===== src/rtl/p_autoreset_stage.sv =====
`default_nettype none
// ============================================================================
// p_autoreset_stage : DSP P-register with pattern-driven auto-reset, sticky
// overflow/underflow status and a saturating auto-reset event counter.
// Rev 1.0
// ============================================================================
module p_autoreset_stage #(
  parameter int    WIDTH            = 48,
  parameter string AUTORESET_PATDET = "NO_RESET",
  parameter int    CNT_WIDTH        = 16
) (
  input  logic                 clk,
  input  logic                 rst_n,
  input  logic                 cep,
  input  logic                 rstp,
  input  logic [WIDTH-1:0]     alu_out,
  input  logic                 pd,
  input  logic                 pbd,
  input  logic                 ov_f,
  input  logic                 un_f,
  input  logic                 clr_status,
  output logic [WIDTH-1:0]     p_out,
  output logic                 autoreset_evt,
  output logic                 ovf_sticky,
  output logic                 unf_sticky,
  output logic [CNT_WIDTH-1:0] evt_cnt
);

  localparam logic [1:0] c_MODE_NONE      = 2'd0;
  localparam logic [1:0] c_MODE_MATCH     = 2'd1;
  localparam logic [1:0] c_MODE_NOT_MATCH = 2'd2;

  // Unrecognised mode strings fall back to no auto-reset.
  localparam logic [1:0] c_MODE =
      (AUTORESET_PATDET == "RESET_MATCH")     ? c_MODE_MATCH     :
      (AUTORESET_PATDET == "RESET_NOT_MATCH") ? c_MODE_NOT_MATCH :
                                                c_MODE_NONE;

  localparam logic [CNT_WIDTH-1:0] c_CNT_MAX = '1;

  logic [WIDTH-1:0]     p_q,       p_d;
  logic                 pd_hist_q, pd_hist_d;
  logic                 evt_q,     evt_d;
  logic                 ovf_q,     ovf_d;
  logic                 unf_q,     unf_d;
  logic [CNT_WIDTH-1:0] cnt_q,     cnt_d;
  logic                 w_ar;
  logic                 w_fire;

  always_comb begin
    case (c_MODE)
      c_MODE_MATCH:     w_ar = pd;
      c_MODE_NOT_MATCH: w_ar = pd_hist_q & ~pd & ~pbd;
      default:          w_ar = 1'b0;
    endcase
  end

  // An auto-reset that coincides with rstp is swallowed: no pulse, no count.
  assign w_fire = w_ar & ~rstp;

  always_comb begin
    p_d = p_q;
    if (rstp || w_ar) begin
      p_d = '0;
    end else if (cep) begin
      p_d = alu_out;
    end

    pd_hist_d = rstp ? 1'b0 : pd;
    evt_d     = w_fire;
    ovf_d     = ov_f | (ovf_q & ~clr_status);
    unf_d     = un_f | (unf_q & ~clr_status);

    cnt_d = cnt_q;
    if (clr_status) begin
      cnt_d = CNT_WIDTH'(w_fire);
    end else if (w_fire && (cnt_q != c_CNT_MAX)) begin
      cnt_d = cnt_q + 1'b1;
    end
  end

  always_ff @(posedge clk or negedge rst_n) begin
    if (!rst_n) begin
      p_q       <= '0;
      pd_hist_q <= 1'b0;
      evt_q     <= 1'b0;
      ovf_q     <= 1'b0;
      unf_q     <= 1'b0;
      cnt_q     <= '0;
    end else begin
      p_q       <= p_d;
      pd_hist_q <= pd_hist_d;
      evt_q     <= evt_d;
      ovf_q     <= ovf_d;
      unf_q     <= unf_d;
      cnt_q     <= cnt_d;
    end
  end

  assign p_out         = p_q;
  assign autoreset_evt = evt_q;
  assign ovf_sticky    = ovf_q;
  assign unf_sticky    = unf_q;
  assign evt_cnt       = cnt_q;

endmodule
`default_nettype wire


===== config.mk =====
export PLATFORM = sky130hd
export DESIGN_NAME = p_autoreset_stage
export DESIGN_NICKNAME = d
export VERILOG_FILES = /design/src/rtl/p_autoreset_stage.sv
export SDC_FILE = /design/constraint.sdc
export NUM_CORES = 1
export LEC_CHECK = 0
export CAP_MARGIN = 30
export CORE_ASPECT_RATIO = 1.4
export CORE_UTILIZATION = 38
export CTS_CLUSTER_DIAMETER = 100
export CTS_CLUSTER_SIZE = 14
export DETAILED_ROUTE_END_ITERATION = 10
export GPL_TIMING_DRIVEN = 0
export PLACE_DENSITY = 0.8
export SLEW_MARGIN = 40
export SYNTH_ARGS = -nofsm -noshare
export SYNTH_HDL_FRONTEND = slang
export SYNTH_SLANG_ARGS = --single-unit
export TNS_END_PERCENT = 10

===== constraint.sdc =====
create_clock -name clk -period 1 [get_ports clk]
set_clock_uncertainty 0.2 [all_clocks]
set_input_delay 0.25 -clock clk [delete_from_list [all_inputs] [get_ports clk]]
set_output_delay 0.25 -clock clk [all_outputs]
set_load 0.01 [all_outputs]

* After elaboration in Yosys (flattened, before gate mapping) *
Cells that the tools add are included.

cells by class
  add/sub/neg operators = 0
  order comparisons = 0
  bitwise gates (word level) = 5
  div/mod/pow operators = 0
  mux-type cells = 2
  shift-type cells = 0
  $mul = 0
  reduce and logical (&&, ||, !) cells = 1
  equal/unequal tests = 0

operator list
  operator            number
  2-to-1 mux 48 bit   2
  AND 1 bit           2
  bitwise OR 1 bit    2
  nonzero test 2 bit  1
  inverter 1 bit      1

word-level totals
  memories = 0
  bits in latches = 0
  register bits after elaboration = 50
  input port bits = 57
  output and inout port bits = 67
  word-level logic and storage cells = 11
  ROM bits = 0
  RAM bits = 0

* Logic depth before layout (Yosys ltp) *
Gate-level depths: netlist of the first run.

  word-level depth = 3
  depth in mapped cells = 5
  depth with buffers taken out = 2

* Worst setup path before layout of the first run *
Ideal clock, no wire load.

  path type = input to register
  from = in cep
  to = reg p_q[20] (netlist: p_out[20])
  required time = 0.679 ns
  library setup time = 0.121 ns
  arrival = 0.810 ns
  setup slack = -0.132 ns
  stages = 5
  buffers on the path = 3
  cell sequence = buf_6 > buf_12 > buf_12 > mux2i_1 > nor2_1

on the way
  cells in the longest elaborated chain, start to end = 1

RTL lines
  item                                 RTL line  text
  from (decl)                          14        input logic cep,
  nonzero test 2 bit (no source line)  n/a
  to (signal assigned)                 91        p_q <= p_d;
  to (decl)                            41        logic [WIDTH-1:0] p_q, p_d;

No other way between the ends.
A chain may end at the register's enable or synchronous reset.

* Final worst setup path of the first run *
  from = reg p_q[35] (netlist: p_out[35])
  to = out p_out[35]

RTL lines
  item       RTL line  text
  to (decl)  22        output logic [WIDTH-1:0] p_out,

No word-level cell between the ends.

==> reports/results.ini, run 1 <==
[yosys]
synth_cells=178
synthSimpleGateAreaFrac_pct=8.30
synth_area_um2=2170
yosysSeqAreaShare_pct=57.7
synth_top_family_by_area=multiplexers
synth-adder-area-share_pct=0
synth_compound_area_share_pct=0.692
synth.mux.area_fraction_pct=22.1
ys_warn_count=0
synth.distinct_cells=11
ys_ff_latch=50
avgSynthCellArea_um2=12.2
synthXorXnorAreaFrac_pct=0

[critical_path]
reg2reg_depth=4
crit_path_cell_trace=buf_2
worstPathRequired_ns=0.55
path_class=reg2out
crit_path_start=p_out[35]$_DFFE_PN0P_
cpPeakStageDelay_ns=0.39
crit_path_max_fanout=2
r2r-end=p_out[32]$_DFFE_PN0P_
reg2reg_slack_ns=-0.18
critPathLaunchType=flop
slowest_stage=dfrtp_1
cp_data_arrival_time_ns=0.83
cp-end-kind=output pin
endpoint=p_out[35]
path_buf_inv=1
critical_path_depth=1
r2r-start=p_out[32]$_DFFE_PN0P_
path_delay_family=flip-flops

[detailed_routing]
postRouteAntennaNets=0
via_count=1683
via_per_inst=4.38
drt_iter0_markers=58
wl_per_cell_um=12.7
drc=0
wl_um=4880
dr.pass1.iters=4

[cells_and_area]
area_growth_pct=52.4
final_cell_mix=clkdlybuf4s50_1, dfrtp_1, buf_2, nor2_1, mux2i_1
final_nets=372
fill_cells=512
final_cells=384
utilization_pct=59.9
layout_commonest_cell=clkdlybuf4s50_1
final_layout_size_suffix_gt1_share_pct=30.7
antenna_cells=0

[sta]
hold_ws_ns=-0.380
period_needed_ns=1.28
fin_setup_tns_ns=-13.56
finalWorstSetupSlack_ns=-0.282
max_freq_ghz=0.780
finalMaxSlewViolations=0
hold_viol_final=50
period_share_pct=128
setup_viol=56
rsz0062_at_grt=true

[power_and_ir_drop]
power_density_nw_per_um2=1280
vdd_ir_drop_max_mv=0.849
p_sw_uw=1050
p_comb_share_pct=20.5
p_leak_uw=0.00182
swShare_pct=24.7
pwr-share-seq_pct=51.7
p_clk_share_pct=27.8
p_int_uw=3190

[floorplanning]
die_area_um2=6020
fp-row-count=32
die_w_um=65.9
start_util_pct=39.3
io_pins=124
die_h_um=91.4
core-area_um2=5530

[placed_design]
pre_cts_slack_ns=-0.340
gp_congestion=0.708
portBuffers=102
placed_cells=365
dp_hpwl_um=3700

[grt]
track_usage_pct=16.8
gr-total-overflow=0
antenna_found_initial=0
grt_pass1_vias=1708
grt_pass1_wl_um=7710
grt_max_degree=32

[outcome]
violations=negative hold slack, negative setup slack
run_status=complete, but fails checks

[clock_tree]
cts_buffers=5
h-tree-depth=2
cts_root_buf=clkbuf_8
clkSinkCount=50
insertion_delay_ns=0.29
clkTransAtPathRegs_ns=0.09
cts_buffer_depth=2
cts_tree=yes

[job]
drv_cap=0

[hold_path]
hold_path.class=in2async

==> final cells by class <==
cell class	instances	area (um^2)	area share, %
flip-flops and latches	50	1250	37.8
repair buffers	114	896	27.1
multi-input cells	115	743	22.5
plain buffers	28	236	7.15
clock buffers	7	86.3	2.61
well taps	68	85.1	2.57
clock inverters	1	5.00	0.151
inverters	1	3.75	0.114
==> power by group through the flow <==
stage	Sequential (uW)	Clock [uW]	Combinational (uW)
after floorplan	2290	0	343
after global placement	2230	0	916
after detailed placement	2230	0	942
after CTS	2190	1240	868
after global routing	2210	1300	946
final	2190	1180	867
==> synth_stat cells, drive strengths merged <==
cell type,number,area (um^2)
conb,1,3.75
dfrtp,50,1250
inv,1,3.75
mux2i,48,480
nor2,48,180
a21o,2,15.0
buf,25,224
clkbuf,3,11.3
==> routing by layer <==
layer | vias up | GRT usage, % | part of all wire (%)
met3 | 8 | 4.90 | 8.3
met5 | - | 0 | 0
met2 | 71 | 30.2 | 53
met4 | 0 | 5.43 | 1.6
met1 | 784 | 18.1 | 37
li1 | 820 | - | -
==> cell families (layout without fill, tap and decap cells) <==
logic type / after synthesis / after routing
flip-flops: 50 / 50
multiplexers: 48 / 48
AND/OR/NAND/NOR: 48 / 48
buffers and inverters: 29 / 151
AO/OA/AOI/OAI: 2 / 2
other: 1 / 17
==> flip-flops by register name, indices dropped and copies added, names as in the netlist <==
name / count
p_out: 48
unf_sticky: 1
ovf_sticky: 1
==> metrics by stage <==
step / area, um^2 / power (uW)
6_report: 3310 / 4240
5_1_grt: 3310 / 4450
2_1_floorplan: 2230 / 2630
3_5_place_dp: 3350 / 3180
3_3_place_gp: 3340 / 3150
4_1_cts: 3280 / 4290
==> worst min-delay path by stage <==
stage                    startpoint                     to  depth (start not counted)
2_1_floorplan                 rst_n   ovf_sticky$_DFF_PN0_                          0
3_5_place_dp                  rst_n  p_out[24]$_DFFE_PN0P_                          1
5_1_grt                       rst_n  p_out[24]$_DFFE_PN0P_                          1
3_3_place_gp   ovf_sticky$_DFF_PN0_   ovf_sticky$_DFF_PN0_                          1
6_report                      rst_n  p_out[24]$_DFFE_PN0P_                          1
4_1_cts                       rst_n  p_out[24]$_DFFE_PN0P_                          1
==> timing repair <==
| item | in CTS | in global routing |
|---|---|---|
| endpoints found under the hold margin | 50 | 50 |
| setup endpoints to repair | 60 | 59 |
| buffers inserted | 9 | 2 |
| resized for setup | 203 | 3 |
| cloned | 0 | 0 |
Power figures use the tool's default switching activity.
==> run 2: changes to the inputs <==
--- a/config.mk
+++ b/config.mk
@@ -7,12 +7,13 @@
 export LEC_CHECK = 0
 export CAP_MARGIN = 30
 export CORE_ASPECT_RATIO = 1.4
-export CORE_UTILIZATION = 38
+export CORE_UTILIZATION = 41
 export CTS_CLUSTER_DIAMETER = 100
 export CTS_CLUSTER_SIZE = 14
 export DETAILED_ROUTE_END_ITERATION = 10
 export GPL_TIMING_DRIVEN = 0
-export PLACE_DENSITY = 0.8
+export MAX_ROUTING_LAYER = met4
+export PLACE_DENSITY = 0.85
 export SLEW_MARGIN = 40
 export SYNTH_ARGS = -nofsm -noshare
 export SYNTH_HDL_FRONTEND = slang
==> constraint.sdc (replaced) <==
create_clock -name clk -period 1.61 [get_ports clk]
set_clock_uncertainty 0.2 [all_clocks]
set_input_delay 0.4025 -clock clk [delete_from_list [all_inputs] [get_ports clk]]
set_output_delay 0.4025 -clock clk [all_outputs]
set_load 0.01 [all_outputs]
==> run 2 against run 1 <==
Against the previous run:
- the flow now finishes without violations
- clock-buffer cell count fell by 1
- final area up 5.3%
- power is 30% lower
- non-clock buffer count down 9
- largest cell class is now non-clock buffers
==> reports/results.ini, run 2 (synthesis results as in run 1) <==
[floorplanning]
fp-row-count=31  ; -3.1%
die_w_um=63.5  ; -3.6%
start_util_pct=42.4  ; +3.1 points
die_area_um2=5590  ; -7.1%
core-area_um2=5120  ; -7.3%
io_pins=124  ; unchanged
die_h_um=88.1  ; -3.6%

[critical_path]
worstPathRequired_ns=1.01  ; +0.46 ns
path_class=reg2out
crit_path_cell_trace=dlygate4sd2_1
critPathLaunchType=flop
cpPeakStageDelay_ns=0.39  ; about the same
slowest_stage=dfrtp_1
cp_data_arrival_time_ns=0.97  ; +0.14 ns
path_buf_inv=1  ; unchanged
crit_path_max_fanout=2  ; unchanged
path_delay_family=flip-flops
cp-end-kind=output pin

[grt]
gr-total-overflow=0  ; unchanged
track_usage_pct=17.3  ; +0.52 points
grt_max_degree=33  ; +3.1%
grt_pass1_wl_um=7200  ; -6.7%
grt_pass1_vias=1571  ; -8.0%
antenna_found_initial=0  ; unchanged

[sta]
period_share_pct=97.7
period_needed_ns=1.57
fin_setup_tns_ns=0  ; +13.56 ns
hold_viol_final=0  ; -100%
max_freq_ghz=0.636
rsz0062_at_grt=false
hold_ws_ns=0.271  ; +0.651 ns
finalMaxSlewViolations=0  ; unchanged
setup_viol=0  ; -100%

[detailed_routing]
postRouteAntennaNets=0  ; unchanged
drc=0  ; unchanged
dr.pass1.iters=4  ; unchanged
via_count=1644  ; -2.3%
wl_um=4640  ; -4.9%
drt_iter0_markers=70  ; +21%
via_per_inst=4.41  ; +0.56%
wl_per_cell_um=12.5  ; -2.1%

[clock_tree]
clkTransAtPathRegs_ns=0.09  ; about the same
insertion_delay_ns=0.29  ; about the same
clkSinkCount=50  ; unchanged
cts_tree=yes
cts_buffer_depth=2  ; unchanged
cts_root_buf=clkbuf_8
cts_buffers=5  ; unchanged
h-tree-depth=2  ; unchanged

[cells_and_area]
antenna_cells=0  ; unchanged
final_area_um2=3480  ; +5.3%
layout_commonest_cell=clkdlybuf4s50_1
final_cell_mix=clkdlybuf4s50_1, dfrtp_1, mux2i_1, nor2_1, clkdlybuf4s15_1
final_layout_size_suffix_gt1_share_pct=11.7  ; -19 points
final_nets=363  ; -2.4%
largest_register_ffs=48  ; unchanged
area_growth_pct=60.6

[placed_design]
gp_congestion=0.682  ; -3.7%
dpl_cell_area_um2=3350  ; about the same
dp_hpwl_um=3600  ; -2.5%
portBuffers=102  ; unchanged

[job]
drv_cap=0  ; unchanged

[outcome]
run_status=completed

[power_and_ir_drop]
vdd_ir_drop_max_mv=0.497  ; -41%
power_density_nw_per_um2=848  ; -34%
p_leak_uw=0.00183  ; +0.30%

[hold_path]
hold_path.class=in2reg

-- run 2: final timing paths --
kind | endpoint | start | cells past startpoint | slack (ns)
worst max-delay path | p_out[10] | p_out[10]$_DFFE_PN0P_ | 1 | 0.04
worst min-delay path | p_out[41]$_DFFE_PN0P_ | rstp | 2 | 0.27
worst max register to register | p_out[20]$_DFFE_PN0P_ | p_out[20]$_DFFE_PN0P_ | 3 | 0.61
worst min register to register | ovf_sticky$_DFF_PN0_ | ovf_sticky$_DFF_PN0_ | 1 | 0.28
max in group asynchronous | p_out[46]$_DFFE_PN0P_ | rst_n | 3 | 0.45
min in group asynchronous | p_out[28]$_DFFE_PN0P_ | rst_n | 2 | 0.32
-- run 2: final cells by class --
type / instances / area, um^2
Timing Repair Buffer: 105 / 1030
Clock buffer: 6 / 82.6
Fill cell: 438 / 1640
Buffer: 28 / 235
Clock inverter: 2 / 60.1
Inverter: 1 / 3.75
Sequential cell: 50 / 1250
Multi-Input combinational cell: 115 / 739
Tap cell: 66 / 82.6
-- run 2: timing repair --
| item | 4_1_cts | 5_1_grt |
|---|---|---|
| setup buffers | 0 | 1 |
| hold buffers | 1 | 0 |
| endpoints found under the setup margin | 50 | 28 |
| endpoints found under the hold margin | 18 | 0 |
| resized for setup | 50 | 28 |
-- run 2: power breakdown --
part,total (uW),internal [uW],switching [uW]
sequential,1360,1330,34.4
combinational,538,314,224
clock,1060,662,394
total,2950,2300,653
-- run 2: per-layer routing --
layer	vias to the layer above	track usage, %	part of all wire, %	wire length [um]
li1	798	-	-	-
met1	767	19.1	39	1830
met2	72	29.9	52	2420
met3	7	4.95	7.3	340
met4	0	5.58	1.2	55
met5	-	-	0	0
-- run 2: metrics by stage --
step	total power (uW)	utilization (%)	instances	setup WS, ns
after floorplan	1630	-	194	0.326
after global routing	3100	68.0	373	0.00112
after detailed placement	1970	65.4	363	0.119
final	2950	68.0	373	0.0369
after CTS	2980	67.2	372	0.0125
after global placement	1950	65.1	362	-1.48
==> run 3: changes to the inputs <==
--- a/config.mk
+++ b/config.mk
@@ -12,7 +12,6 @@
 export CTS_CLUSTER_SIZE = 14
 export DETAILED_ROUTE_END_ITERATION = 10
 export GPL_TIMING_DRIVEN = 0
-export MAX_ROUTING_LAYER = met4
 export PLACE_DENSITY = 0.85
 export SLEW_MARGIN = 40
 export SYNTH_ARGS = -nofsm -noshare
==> run 3 against run 2 <==
Against the previous run:
- power hardly changed
- final area stayed put
- sequential power hardly changed
- largest cell class unchanged
==> reports/results.ini, run 3 (synthesis results as in run 1) <==
[grt]
gr-total-overflow=0  ; unchanged
grt_max_degree=33  ; unchanged
track_usage_pct=16.8  ; -0.54 points
grt_pass1_vias=1570  ; -0.064%
grt_pass1_wl_um=7200  ; about the same
antenna_found_initial=0  ; unchanged

[detailed_routing]
wl_per_cell_um=12.4  ; -0.13%
drc=0  ; unchanged
dr.pass1.iters=4  ; unchanged
postRouteAntennaNets=0  ; unchanged
via_count=1643  ; -0.061%
via_per_inst=4.40  ; about the same
wl_um=4640  ; -0.13%
drt_iter0_markers=64  ; -8.6%

[clock_tree]
cts_buffer_depth=2  ; unchanged
clkSinkCount=50  ; unchanged
h-tree-depth=2  ; unchanged
insertion_delay_ns=0.29  ; about the same
cts_tree=yes
cts_root_buf=clkbuf_8
cts_buffers=5  ; unchanged
clkTransAtPathRegs_ns=0.09  ; about the same

[placed_design]
portBuffers=102  ; unchanged
pre_cts_slack_ns=0.119  ; unchanged
placed_cells=363  ; unchanged
dp_hpwl_um=3600  ; unchanged
dpl_cell_area_um2=3350  ; unchanged
gp_congestion=0.675  ; -0.98%

[power_and_ir_drop]
swShare_pct=22.1  ; about the same
p_leak_uw=0.00183  ; unchanged
p_int_uw=2300  ; about the same
pwr-share-seq_pct=46.0  ; about the same
p_comb_share_pct=18.2  ; about the same
power_density_nw_per_um2=848  ; about the same
p_clk_share_pct=35.8  ; about the same
vdd_ir_drop_max_mv=0.497  ; about the same
p_sw_uw=653  ; about the same

[critical_path]
r2r-start=p_out[20]$_DFFE_PN0P_
critPathLaunchType=flop
slowest_stage=dfrtp_1
cp_data_arrival_time_ns=0.97  ; about the same
crit_path_max_fanout=2  ; unchanged
crit_path_cell_trace=dlygate4sd2_1
reg2reg_depth=3  ; unchanged
cpPeakStageDelay_ns=0.39  ; about the same
crit_path_start=p_out[10]$_DFFE_PN0P_
cp-end-kind=output pin
worstPathRequired_ns=1.01  ; about the same
reg2reg_slack_ns=0.61  ; about the same
path_delay_family=flip-flops
path_buf_inv=1  ; unchanged
r2r-end=p_out[20]$_DFFE_PN0P_
path_class=reg2out

[cells_and_area]
largest_register_ffs=48  ; unchanged
antenna_cells=0  ; unchanged
layout_commonest_cell=clkdlybuf4s50_1
final_cell_mix=clkdlybuf4s50_1, dfrtp_1, mux2i_1, nor2_1, clkdlybuf4s15_1
fill_cells=438  ; unchanged
final_layout_size_suffix_gt1_share_pct=11.7  ; unchanged
area_growth_pct=60.6  ; unchanged
final_area_um2=3480  ; unchanged
final_cells=373  ; unchanged
final_nets=363  ; unchanged

[floorplanning]
io_pins=124  ; unchanged
start_util_pct=42.4  ; unchanged
die_w_um=63.5  ; unchanged
die_area_um2=5590  ; unchanged
core-area_um2=5120  ; unchanged
fp-row-count=31  ; unchanged
die_h_um=88.1  ; unchanged

[hold_path]
hold_depth=2  ; unchanged
hp-start=rstp
hold_end=p_out[41]$_DFFE_PN0P_
hold_path.class=in2reg

[sta]
hold_viol_final=0  ; unchanged
setup_viol=0  ; unchanged
period_needed_ns=1.57  ; -0.00115 ns
fin_setup_tns_ns=0  ; unchanged
rsz0062_at_grt=false
finalWorstSetupSlack_ns=0.0380  ; +0.00115 ns
max_freq_ghz=0.636  ; about the same
period_share_pct=97.6  ; about the same
finalMaxSlewViolations=0  ; unchanged

[outcome]
run_status=completed

[job]
drv_cap=0  ; unchanged

-- run 3: cell counts in the layout (fill, tap and decap cells not counted) --
Identical to the previous run, type by type.
-- run 3: stage by stage --
step                utilization, %  power [uW]  hold WS, ns
global route                  68.0        3100        0.277
global placement              65.1        1950        0.267
finish                        68.0        2950        0.272
CTS                           67.2        2980        0.280
floorplan                        -        1630      -0.0931
detailed placement            65.4        1970       0.0964
-- run 3: power by group through the flow --
stage | clock network (uW) | registers (uW) | logic (uW)
after floorplan | 0 | 1420 | 213
after global placement | 0 | 1380 | 567
after detailed placement | 0 | 1390 | 582
after CTS | 1080 | 1360 | 535
after global routing | 1150 | 1370 | 582
final | 1060 | 1360 | 538
-- run 3: repair_timing --
item | 4_1_cts | 5_1_grt
hold endpoints to repair | 18 | 0
hold buffers | 1 | 0
setup endpoints to repair | 50 | 28
buffers inserted | 0 | 1
gates resized for setup | 50 | 28
-- run 3: routing by layer --
metal | wire length [um] | global-route usage, % | up-vias
li1 | - | - | 798
met1 | 1820 | 18.9 | 767
met2 | 2420 | 29.9 | 72
met3 | 347 | 5.21 | 6
met4 | 55 | 5.58 | 0
met5 | 0 | 0 | -
-- run 3: area by class of cell --
cell class                      count  area [um^2]  share of cell area (%)
Multi-Input combinational cell    115          739                    21.2
Buffer                             28          235                    6.75
Tap cell                           66         82.6                    2.37
Clock inverter                      2         60.1                    1.72
Clock buffer                        6         82.6                    2.37
Inverter                            1         3.75                   0.108
Timing Repair Buffer              105         1030                    29.5
Sequential cell                    50         1250                    35.9
-- run 3: worst max-delay path by stage --
| stage | cells past startpoint | endpoint |
|---|---|---|
| after global placement | 1 | p_out[12]$_DFFE_PN0P_ |
| after detailed placement | 1 | p_out[8] |
| after floorplan | 5 | p_out[20]$_DFFE_PN0P_ |
| after CTS | 1 | p_out[36] |
| after global routing | 1 | p_out[11] |
| final | 1 | p_out[10] |
